$ cat config.mk
export PLATFORM = sky130hd
export DESIGN_NAME = pong_vga_timing
export DESIGN_NICKNAME = d
export VERILOG_FILES = /design/src/rtl/pong_vga_pkg.sv /design/src/rtl/pong_delay_line.sv /design/src/rtl/pong_vga_timing.sv
export SDC_FILE = /design/constraint.sdc
export NUM_CORES = 1
export LEC_CHECK = 0
export ABC_AREA = 1
export BUFFER_PORTS_ARGS = -buffer_cell sky130_fd_sc_hd__clkbuf_2
export CAP_MARGIN = 5
export CORE_UTILIZATION = 46
export CTS_CLUSTER_DIAMETER = 30
export DETAILED_ROUTE_END_ITERATION = 10
export PLACE_DENSITY = 0.72
export SETUP_SLACK_MARGIN = 0.15
export SYNTH_ARGS = -nofsm -noshare
export SYNTH_HDL_FRONTEND = slang
export SYNTH_SLANG_ARGS = --single-unit
$ cat constraint.sdc
create_clock -name pixIf_CLK -period 1.5 [get_ports pixIf_CLK]
set_clock_uncertainty 0.1 [all_clocks]
set_input_delay 0.15 -clock pixIf_CLK [delete_from_list [all_inputs] [get_ports pixIf_CLK]]
set_output_delay 0.15 -clock pixIf_CLK [all_outputs]
set_load 0.02 [all_outputs]
$ cat src/rtl/pong_vga_pkg.sv
// pong_vga_pkg -- shared timing constants for the pong VGA pixel interface.
//   Default 640x480@60 timing (25.175 MHz pixel clock), the line/frame total
//   helper and the default sync polarity.
package pong_vga_pkg;

    localparam int unsigned DEF_H_ACTIVE = 640;
    localparam int unsigned DEF_H_FP     = 16;
    localparam int unsigned DEF_H_SYNC   = 96;
    localparam int unsigned DEF_H_BP     = 48;

    localparam int unsigned DEF_V_ACTIVE = 480;
    localparam int unsigned DEF_V_FP     = 10;
    localparam int unsigned DEF_V_SYNC   = 2;
    localparam int unsigned DEF_V_BP     = 33;

    localparam int unsigned DEF_SYNC_ACTIVE_LOW = 1;

    // Total clocks per line (or lines per frame) from the four timing regions.
    function automatic int unsigned timing_total(
        input int unsigned active,
        input int unsigned fp,
        input int unsigned sync,
        input int unsigned bp
    );
        return active + fp + sync + bp;
    endfunction

    localparam int unsigned DEF_H_TOTAL =
        timing_total(DEF_H_ACTIVE, DEF_H_FP, DEF_H_SYNC, DEF_H_BP);
    localparam int unsigned DEF_V_TOTAL =
        timing_total(DEF_V_ACTIVE, DEF_V_FP, DEF_V_SYNC, DEF_V_BP);

endpackage

$ cat src/rtl/pong_delay_line.sv
// pong_delay_line -- DEPTH-stage register delay with asynchronous clear.
//   clk   : in   clock
//   rst_n : in   asynchronous active-low reset, clears every stage
//   d     : in   WIDTH-bit input
//   q     : out  d delayed by DEPTH clocks (DEPTH = 0 is a plain wire)
module pong_delay_line #(
    parameter int unsigned WIDTH = 1,
    parameter int unsigned DEPTH = 1
) (
    input  logic             clk,
    input  logic             rst_n,
    input  logic [WIDTH-1:0] d,
    output logic [WIDTH-1:0] q
);

    generate
        if (DEPTH == 0) begin : g_pass
            assign q = d;
        end else begin : g_reg
            logic [WIDTH-1:0] stage_q [DEPTH];
            logic [WIDTH-1:0] stage_d [DEPTH];

            always_comb begin
                stage_d[0] = d;
                for (int unsigned i = 1; i < DEPTH; i++) begin
                    stage_d[i] = stage_q[i-1];
                end
            end

            always_ff @(posedge clk or negedge rst_n) begin
                if (!rst_n) begin
                    for (int unsigned i = 0; i < DEPTH; i++) begin
                        stage_q[i] <= '0;
                    end
                end else begin
                    stage_q <= stage_d;
                end
            end

            assign q = stage_q[DEPTH-1];
        end
    endgenerate

endmodule

$ cat src/rtl/pong_vga_timing.sv
// pong_vga_timing -- pixel-interface timing generator and VGA pin driver.
//   pixIf_CLK        : in   pixel clock
//   rst_n            : in   asynchronous active-low reset
//   test_pattern     : in   colour-bar override (only with PONG_VGA_TEST_PATTERN_EN)
//   pixIf_H_CNT      : out  current horizontal count, 0..H_TOTAL-1
//   pixIf_next_V_CNT : out  line index following the current line
//   pixIf_H_BLANKING : out  high while pixIf_H_CNT >= H_ACTIVE
//   pixIf_NEXT_FRAME : out  one-clock strobe at (h=0, v=V_ACTIVE)
//   pix_r/g/b        : in   engine colour, PIPELINE_STAGES behind pixIf_H_CNT
//   vga_hsync/vsync  : out  registered sync pins
//   vga_r/g/b        : out  registered, blanked colour pins
// Optional build macro: PONG_VGA_TEST_PATTERN_EN adds the test_pattern input
// and replaces engine colour with 8 vertical bars while it is high.
module pong_vga_timing
    import pong_vga_pkg::*;
#(
    parameter int unsigned H_ACTIVE        = DEF_H_ACTIVE,
    parameter int unsigned H_FP            = DEF_H_FP,
    parameter int unsigned H_SYNC          = DEF_H_SYNC,
    parameter int unsigned H_BP            = DEF_H_BP,
    parameter int unsigned V_ACTIVE        = DEF_V_ACTIVE,
    parameter int unsigned V_FP            = DEF_V_FP,
    parameter int unsigned V_SYNC          = DEF_V_SYNC,
    parameter int unsigned V_BP            = DEF_V_BP,
    parameter int unsigned H_CNT_WID       = 10,
    parameter int unsigned V_CNT_WID       = 10,
    parameter int unsigned PIPELINE_STAGES = 1,
    parameter int unsigned SYNC_ACTIVE_LOW = DEF_SYNC_ACTIVE_LOW
) (
    input  logic                 pixIf_CLK,
    input  logic                 rst_n,
`ifdef PONG_VGA_TEST_PATTERN_EN
    input  logic                 test_pattern,
`endif
    output logic [H_CNT_WID-1:0] pixIf_H_CNT,
    output logic [V_CNT_WID-1:0] pixIf_next_V_CNT,
    output logic                 pixIf_H_BLANKING,
    output logic                 pixIf_NEXT_FRAME,
    input  logic [3:0]           pix_r,
    input  logic [3:0]           pix_g,
    input  logic [3:0]           pix_b,
    output logic                 vga_hsync,
    output logic                 vga_vsync,
    output logic [3:0]           vga_r,
    output logic [3:0]           vga_g,
    output logic [3:0]           vga_b
);

    localparam int unsigned H_TOTAL = timing_total(H_ACTIVE, H_FP, H_SYNC, H_BP);
    localparam int unsigned V_TOTAL = timing_total(V_ACTIVE, V_FP, V_SYNC, V_BP);

    localparam logic [H_CNT_WID-1:0] H_LAST   = H_CNT_WID'(H_TOTAL - 1);
    localparam logic [H_CNT_WID-1:0] H_ACT_C  = H_CNT_WID'(H_ACTIVE);
    localparam logic [H_CNT_WID-1:0] HS_START = H_CNT_WID'(H_ACTIVE + H_FP);
    localparam logic [H_CNT_WID-1:0] HS_END   = H_CNT_WID'(H_ACTIVE + H_FP + H_SYNC);

    localparam logic [V_CNT_WID-1:0] V_LAST   = V_CNT_WID'(V_TOTAL - 1);
    localparam logic [V_CNT_WID-1:0] V_ACT_C  = V_CNT_WID'(V_ACTIVE);
    localparam logic [V_CNT_WID-1:0] VS_START = V_CNT_WID'(V_ACTIVE + V_FP);
    localparam logic [V_CNT_WID-1:0] VS_END   = V_CNT_WID'(V_ACTIVE + V_FP + V_SYNC);

    // Pin level for a deasserted sync; XOR with the raw sync gives the pin.
    localparam logic SYNC_IDLE = (SYNC_ACTIVE_LOW != 0);

    logic [H_CNT_WID-1:0] h_cnt_q, h_cnt_d;
    logic [V_CNT_WID-1:0] v_cnt_q, v_cnt_d;
    logic                 h_wrap, v_last;

    logic active_raw, hs_raw, vs_raw;
    logic active_dly, hs_dly, vs_dly;

    logic [3:0] src_r, src_g, src_b;
    logic [3:0] vga_r_q, vga_r_d;
    logic [3:0] vga_g_q, vga_g_d;
    logic [3:0] vga_b_q, vga_b_d;
    logic       vga_hsync_q, vga_hsync_d;
    logic       vga_vsync_q, vga_vsync_d;

    // ---------------- counters ----------------
    assign h_wrap = (h_cnt_q == H_LAST);
    assign v_last = (v_cnt_q == V_LAST);

    always_comb begin
        h_cnt_d = h_wrap ? '0 : h_cnt_q + 1'b1;
        v_cnt_d = v_cnt_q;
        if (h_wrap) begin
            v_cnt_d = v_last ? '0 : v_cnt_q + 1'b1;
        end
    end

    always_ff @(posedge pixIf_CLK or negedge rst_n) begin
        if (!rst_n) begin
            h_cnt_q <= '0;
            v_cnt_q <= '0;
        end else begin
            h_cnt_q <= h_cnt_d;
            v_cnt_q <= v_cnt_d;
        end
    end

    // ---------------- pixel interface ----------------
    assign pixIf_H_CNT      = h_cnt_q;
    assign pixIf_next_V_CNT = v_last ? '0 : v_cnt_q + 1'b1;
    assign pixIf_H_BLANKING = (h_cnt_q >= H_ACT_C);
    assign pixIf_NEXT_FRAME = (h_cnt_q == '0) && (v_cnt_q == V_ACT_C);

    // ---------------- raw timing and alignment ----------------
    assign active_raw = (h_cnt_q < H_ACT_C) && (v_cnt_q < V_ACT_C);
    assign hs_raw     = (h_cnt_q >= HS_START) && (h_cnt_q < HS_END);
    assign vs_raw     = (v_cnt_q >= VS_START) && (v_cnt_q < VS_END);

    pong_delay_line #(
        .WIDTH (3),
        .DEPTH (PIPELINE_STAGES)
    ) u_timing_dly (
        .clk   (pixIf_CLK),
        .rst_n (rst_n),
        .d     ({active_raw, hs_raw, vs_raw}),
        .q     ({active_dly, hs_dly, vs_dly})
    );

    // ---------------- colour source ----------------
`ifdef PONG_VGA_TEST_PATTERN_EN
    logic [2:0] bar_dly;

    // Only h_cnt[8:6] selects a bar, so only those bits are delayed.
    pong_delay_line #(
        .WIDTH (3),
        .DEPTH (PIPELINE_STAGES)
    ) u_hcnt_dly (
        .clk   (pixIf_CLK),
        .rst_n (rst_n),
        .d     (h_cnt_q[8:6]),
        .q     (bar_dly)
    );

    always_comb begin
        src_r = pix_r;
        src_g = pix_g;
        src_b = pix_b;
        if (test_pattern) begin
            src_r = {4{bar_dly[0]}};
            src_g = {4{bar_dly[1]}};
            src_b = {4{bar_dly[2]}};
        end
    end
`else
    always_comb begin
        src_r = pix_r;
        src_g = pix_g;
        src_b = pix_b;
    end
`endif

    // ---------------- output register ----------------
    always_comb begin
        vga_r_d     = active_dly ? src_r : '0;
        vga_g_d     = active_dly ? src_g : '0;
        vga_b_d     = active_dly ? src_b : '0;
        vga_hsync_d = hs_dly ^ SYNC_IDLE;
        vga_vsync_d = vs_dly ^ SYNC_IDLE;
    end

    always_ff @(posedge pixIf_CLK or negedge rst_n) begin
        if (!rst_n) begin
            vga_r_q     <= '0;
            vga_g_q     <= '0;
            vga_b_q     <= '0;
            vga_hsync_q <= SYNC_IDLE;
            vga_vsync_q <= SYNC_IDLE;
        end else begin
            vga_r_q     <= vga_r_d;
            vga_g_q     <= vga_g_d;
            vga_b_q     <= vga_b_d;
            vga_hsync_q <= vga_hsync_d;
            vga_vsync_q <= vga_vsync_d;
        end
    end

    assign vga_r     = vga_r_q;
    assign vga_g     = vga_g_q;
    assign vga_b     = vga_b_q;
    assign vga_hsync = vga_hsync_q;
    assign vga_vsync = vga_vsync_q;

endmodule
# Yosys cells after proc, flatten, opt, wreduce, memory -nomap -nowiden
# Cells that the tools add are included.
# totals
regBits	37
out_inout_bits	36
# classes
n_addsub	2
magnitude_cmp	7
n_eq_ne	3
mux	5
n_bitwise	2
reduce_logical	5
# op_table
op	count
$add 10x1->10 const B	2
$eq 10x10->1 const B	2
$ge 10x10->1 const B	2
$lt 10x10->1 const B	2
$lt 10x9->1 const B	2
$mux 10	2
$mux 4	3
$eq 10x9->1 const B	1
$ge 10x9->1 const B	1
$logic_not 10->1	1
$logic_and 1x1->1	4
$not 1->1	2

# Longest topological paths before layout
# depth
ltp_word	2
depth_mapped	9
mapped_depth_nobuf	9

# Hierarchy
# A second synthesis with hierarchy kept.
# unflattened
hier_cells	224
area_unflattened_um2	1841.8
# by_module_without_submodules
mod	n_inst	cells_per_inst	area_per_inst_um2
pong_vga_timing	1	221	1766.7
pong_delay_line	1	3	75.1

# Worst setup path before layout
# Ideal clock, no wire load.
# synth_timing
kind	reg2out
from	register h_cnt_q[8] (netlist: pixIf_H_CNT[8])
to	output pixIf_NEXT_FRAME
arrival_ns	1.472
path_slack_ns	-0.222
stages_incl_launch_ff	5
n_path_buf	1
cell_sequence	dfrtp_1 buf_2 nor2_1 nand2_1 nor4_1
# synth_between
elab_chain_cells	2
# synth_rtl
element	line_no	source
from (decl)	pong_vga_timing.sv:65	logic [H_CNT_WID-1:0] h_cnt_q, h_cnt_d;
from (signal assigned)	pong_vga_timing.sv:96	h_cnt_q <= h_cnt_d;
$logic_not 10->1	pong_vga_timing.sv:105	assign pixIf_NEXT_FRAME = (h_cnt_q == '0) && (v_cnt_q == V_ACT_C);
$logic_and 1x1->1	pong_vga_timing.sv:105	
to (decl)	pong_vga_timing.sv:38	output logic pixIf_NEXT_FRAME,
# No other way between the ends.

# Final worst setup path
# layout_timing
from	register v_cnt_q[0]
to	output pixIf_next_V_CNT[9]
# layout_between
elab_chain_cells	2
word_cells_on_any_way	3
classes_between	add/sub: 1; eq/ne: 1; mux: 1
# layout_rtl
element	line_no	source
from (decl)	pong_vga_timing.sv:66	logic [V_CNT_WID-1:0] v_cnt_q, v_cnt_d;
from (signal assigned)	pong_vga_timing.sv:97	v_cnt_q <= v_cnt_d;
$add 10x1->10 or $eq 10x10->1 (tied branches)	pong_vga_timing.sv:103, pong_vga_timing.sv:81	
$mux 10 *	pong_vga_timing.sv:103	assign pixIf_next_V_CNT = v_last ? '0 : v_cnt_q + 1'b1;
to (decl)	pong_vga_timing.sv:36	output logic [V_CNT_WID-1:0] pixIf_next_V_CNT,
# Mark *: on every way between the ends. The rest lies on a longest branch, timed or not.

==> impl_metrics.json <==
{
  "async_reset_ff_frac": 1.00,
  "ys_top_cells_by_area": "dfrtp_1, nand2_1, inv_1",
  "grt_max_degree": 30,
  "pin_count": 50,
  "clk_latency_ns": 0.29,
  "ys.flop_type": "dfrtp_1",
  "hold_viol": 0,
  "min_period_ns": 1.84,
  "status": "finished with violations",
  "cts_buffers": 5,
  "die_y_microns": 64.7,
  "syn-num-nets": 245,
  "synth.distinct_cells": 24,
  "rsz0062_at_grt": "true",
  "track_usage": 0.244,
  "h-tree-depth": 2,
  "clockBufferDepth": 2,
  "rr_endpoint": "v_cnt_q[8]$_DFFE_PN0N_",
  "maxCapViolCount": 0,
  "ys_seq_area_frac": 0.514,
  "yosys.area_share.simple": 0.287,
  "yosysWarnings": 0,
  "setup_tns_ns": -3.54,
  "synth_enable_flop_cells": 0,
  "violations": "setup timing",
  "drt_iter0_drc": 111,
  "synth_most_common_cell": "nand2_1",
  "syn2layout_area_growth_pct": 68.6,
  "cellLeakagePower_nw": 1.60,
  "synth.avg_cell_area_sq_um": 7.95,
  "synthCells": 227,
  "reg2reg_slack_ns": -0.15,
  "gp_congestion": 0.904,
  "worst-setup-path-type": "reg -> out",
  "drive_gt1_frac": 0.489,
  "clock_tree.root_cell": "clkbuf_8",
  "antenna_found_initial": 0,
  "synth_xor_area_frac": 0.0194,
  "path_clk_slew_ns": 0.08,
  "synth_compound_area_frac": 0.0402,
  "drc": 0,
  "dp_hpwl_microns": 3080,
  "p_per_area_nw_per_um2": 662,
  "synth_area_leader_cell": "dfrtp_1",
  "clock.fmax_ghz": 0.543,
  "syn_area_sq_um": 1810,
  "synth_mux_area_frac": 0,
  "rr_worst_depth": 11,
  "ant_nets": 0,
  "grt_pass1_wl_microns": 7660,
  "start_util": 0.486,
  "coreArea_sq_um": 3720,
  "finalWorstSetupSlack_ns": -0.342,
  "cts_tree": "built",
  "die-area_sq_um": 4180,
  "worstPathMaxFanout": 4,
  "diodes": 0,
  "firstDrtPassIters": 4,
  "die_x_microns": 64.7,
  "reg2reg_from": "v_cnt_q[0]$_DFFE_PN0N_",
  "worstPathRequired_ns": 1.25,
  "synth_commonest_cells": "nand2_1, inv_1, dfrtp_1, nor2_1, nand3_1",
  "num_vias": 1868,
  "cts.sinks": 37,
  "placementRows": 22,
  "io_buffers": 49,
  "startpoint": "v_cnt_q[0]$_DFFE_PN0N_",
  "report.final.slew_viol_count": 0,
  "startpoint_type": "flop",
  "yosysTopAreaCellShare": 0.485,
  "grt-ovfl-total": 0,
  "synth_top_family_by_area": "simple AND/OR/NAND/NOR gates",
  "grt_pass1_vias": 1750,
  "slew_headroom": 0.749,
  "final_cell_area_sq_um": 3040,
  "worstPathArrival_ns": 1.59,
  "vias_per_cell": 4.95,
  "hold_class": "in -> async",
  "ir_drop_v": 0.000585,
  "wl_per_cell_microns": 13.9,
  "wirelength_microns": 5250,
  "setup_violations": 15,
  "synth_fa_ha_area_frac": 0.0277,
  "dpl_cell_area_sq_um": 2330,
  "worst_pin_slew_ns": 0.377,
  "ys_seq_elements": 37,
  "final_util": 0.819,
  "period_share": 1.23,
  "fin_total_pwr_mw": 2.02,
  "nNetsFinal": 346,
  "crit_path_end_kind": "output port"
}
cell families after synthesis:
group	after synthesis
and+or+nand+nor	119
buffers and inverters	51
DFF	37
AOI/OAI and AO/OA	12
xor gates and xnor gates	4
adders and majority gates	4
routing by layer:
layer / GRT usage / share of wire / vias up
met2: 0.443 / 0.54 / 66
met1: 0.284 / 0.40 / 898
met4: 0.0778 / 0.022 / 0
li1: - / - / 889
met5: 0 / 0 / -
met3: 0.0511 / 0.043 / 15
metrics by stage:
step | setup slack [ns] | instances | hold WS [ns]
floorplan | 0.0292 | 227 | -0.246
global placement | -0.0493 | 340 | -0.0672
detailed placement | -0.121 | 340 | -0.0666
CTS | -0.333 | 368 | 0.158
global route | -0.395 | 377 | 0.184
finish | -0.342 | 377 | 0.156
worst max path at each step:
stage / end / depth (start not counted) / slack, ns
after CTS: pixIf_next_V_CNT[3] / 8 / -0.33
after global placement: pixIf_next_V_CNT[8] / 8 / -0.05
after detailed placement: pixIf_next_V_CNT[4] / 8 / -0.12
after global routing: pixIf_NEXT_FRAME / 6 / -0.39
final: pixIf_next_V_CNT[9] / 8 / -0.34
after floorplan: v_cnt_q[6]$_DFFE_PN0N_ / 7 / 0.03
report_power, final:
group / leakage [nW] / switching (mW) / internal [mW] / total [mW]
clock: 0.0543 / 0.378 / 0.498 / 0.876
combinational: 1.10 / 0.0662 / 0.0555 / 0.122
sequential: 0.447 / 0.00457 / 1.01 / 1.02
sequential cells by signal, summed over array words and instances, names as in the netlist:
signal and cells:
vga_vsync 1, vga_hsync 1, vga_b 4, vga_g 4, pixIf_H_CNT 10, vga_r 4
u_timing_dly.q 3, v_cnt_q 10
repair_timing:
action,in CTS,in global routing
buffers inserted,7,9
hold buffers,13,0
setup endpoints to repair,27,30
pin swaps,12,16
gates resized for setup,39,66
hold endpoints to repair,47,0
critical path, cell delays in order (launching register included):
cell      delay, ns
dfrtp_2        0.45
inv_2          0.09
ha_4           0.14
nand2_2        0.07
nor2_4         0.10
nand3_4        0.14
inv_8          0.12
nor2_4         0.05
clkbuf_8       0.14
cell usage in the layout, fill, tap and decap left out, types with 6 or more instances in the layout:
master / instances
buf_4: 25
buf_6: 15
clkbuf_2: 38
clkbuf_8: 6
dfrtp_1: 23
dfrtp_2: 12
dlygate4sd3_1: 13
inv_1: 39
nand2_1: 53
nand2_2: 10
nand3_1: 7
nor2_1: 13
nor2_4: 14
layout make-up:
type	instances	area, sq um
multi-input cells	139	951
flip-flops and latches	37	943
repair buffers	98	786
fillers	230	672
inverters	47	189
clock buffers	5	68.8
well taps	48	60.1
clock inverters	3	46.3
(Power assumes the default switching activity.)
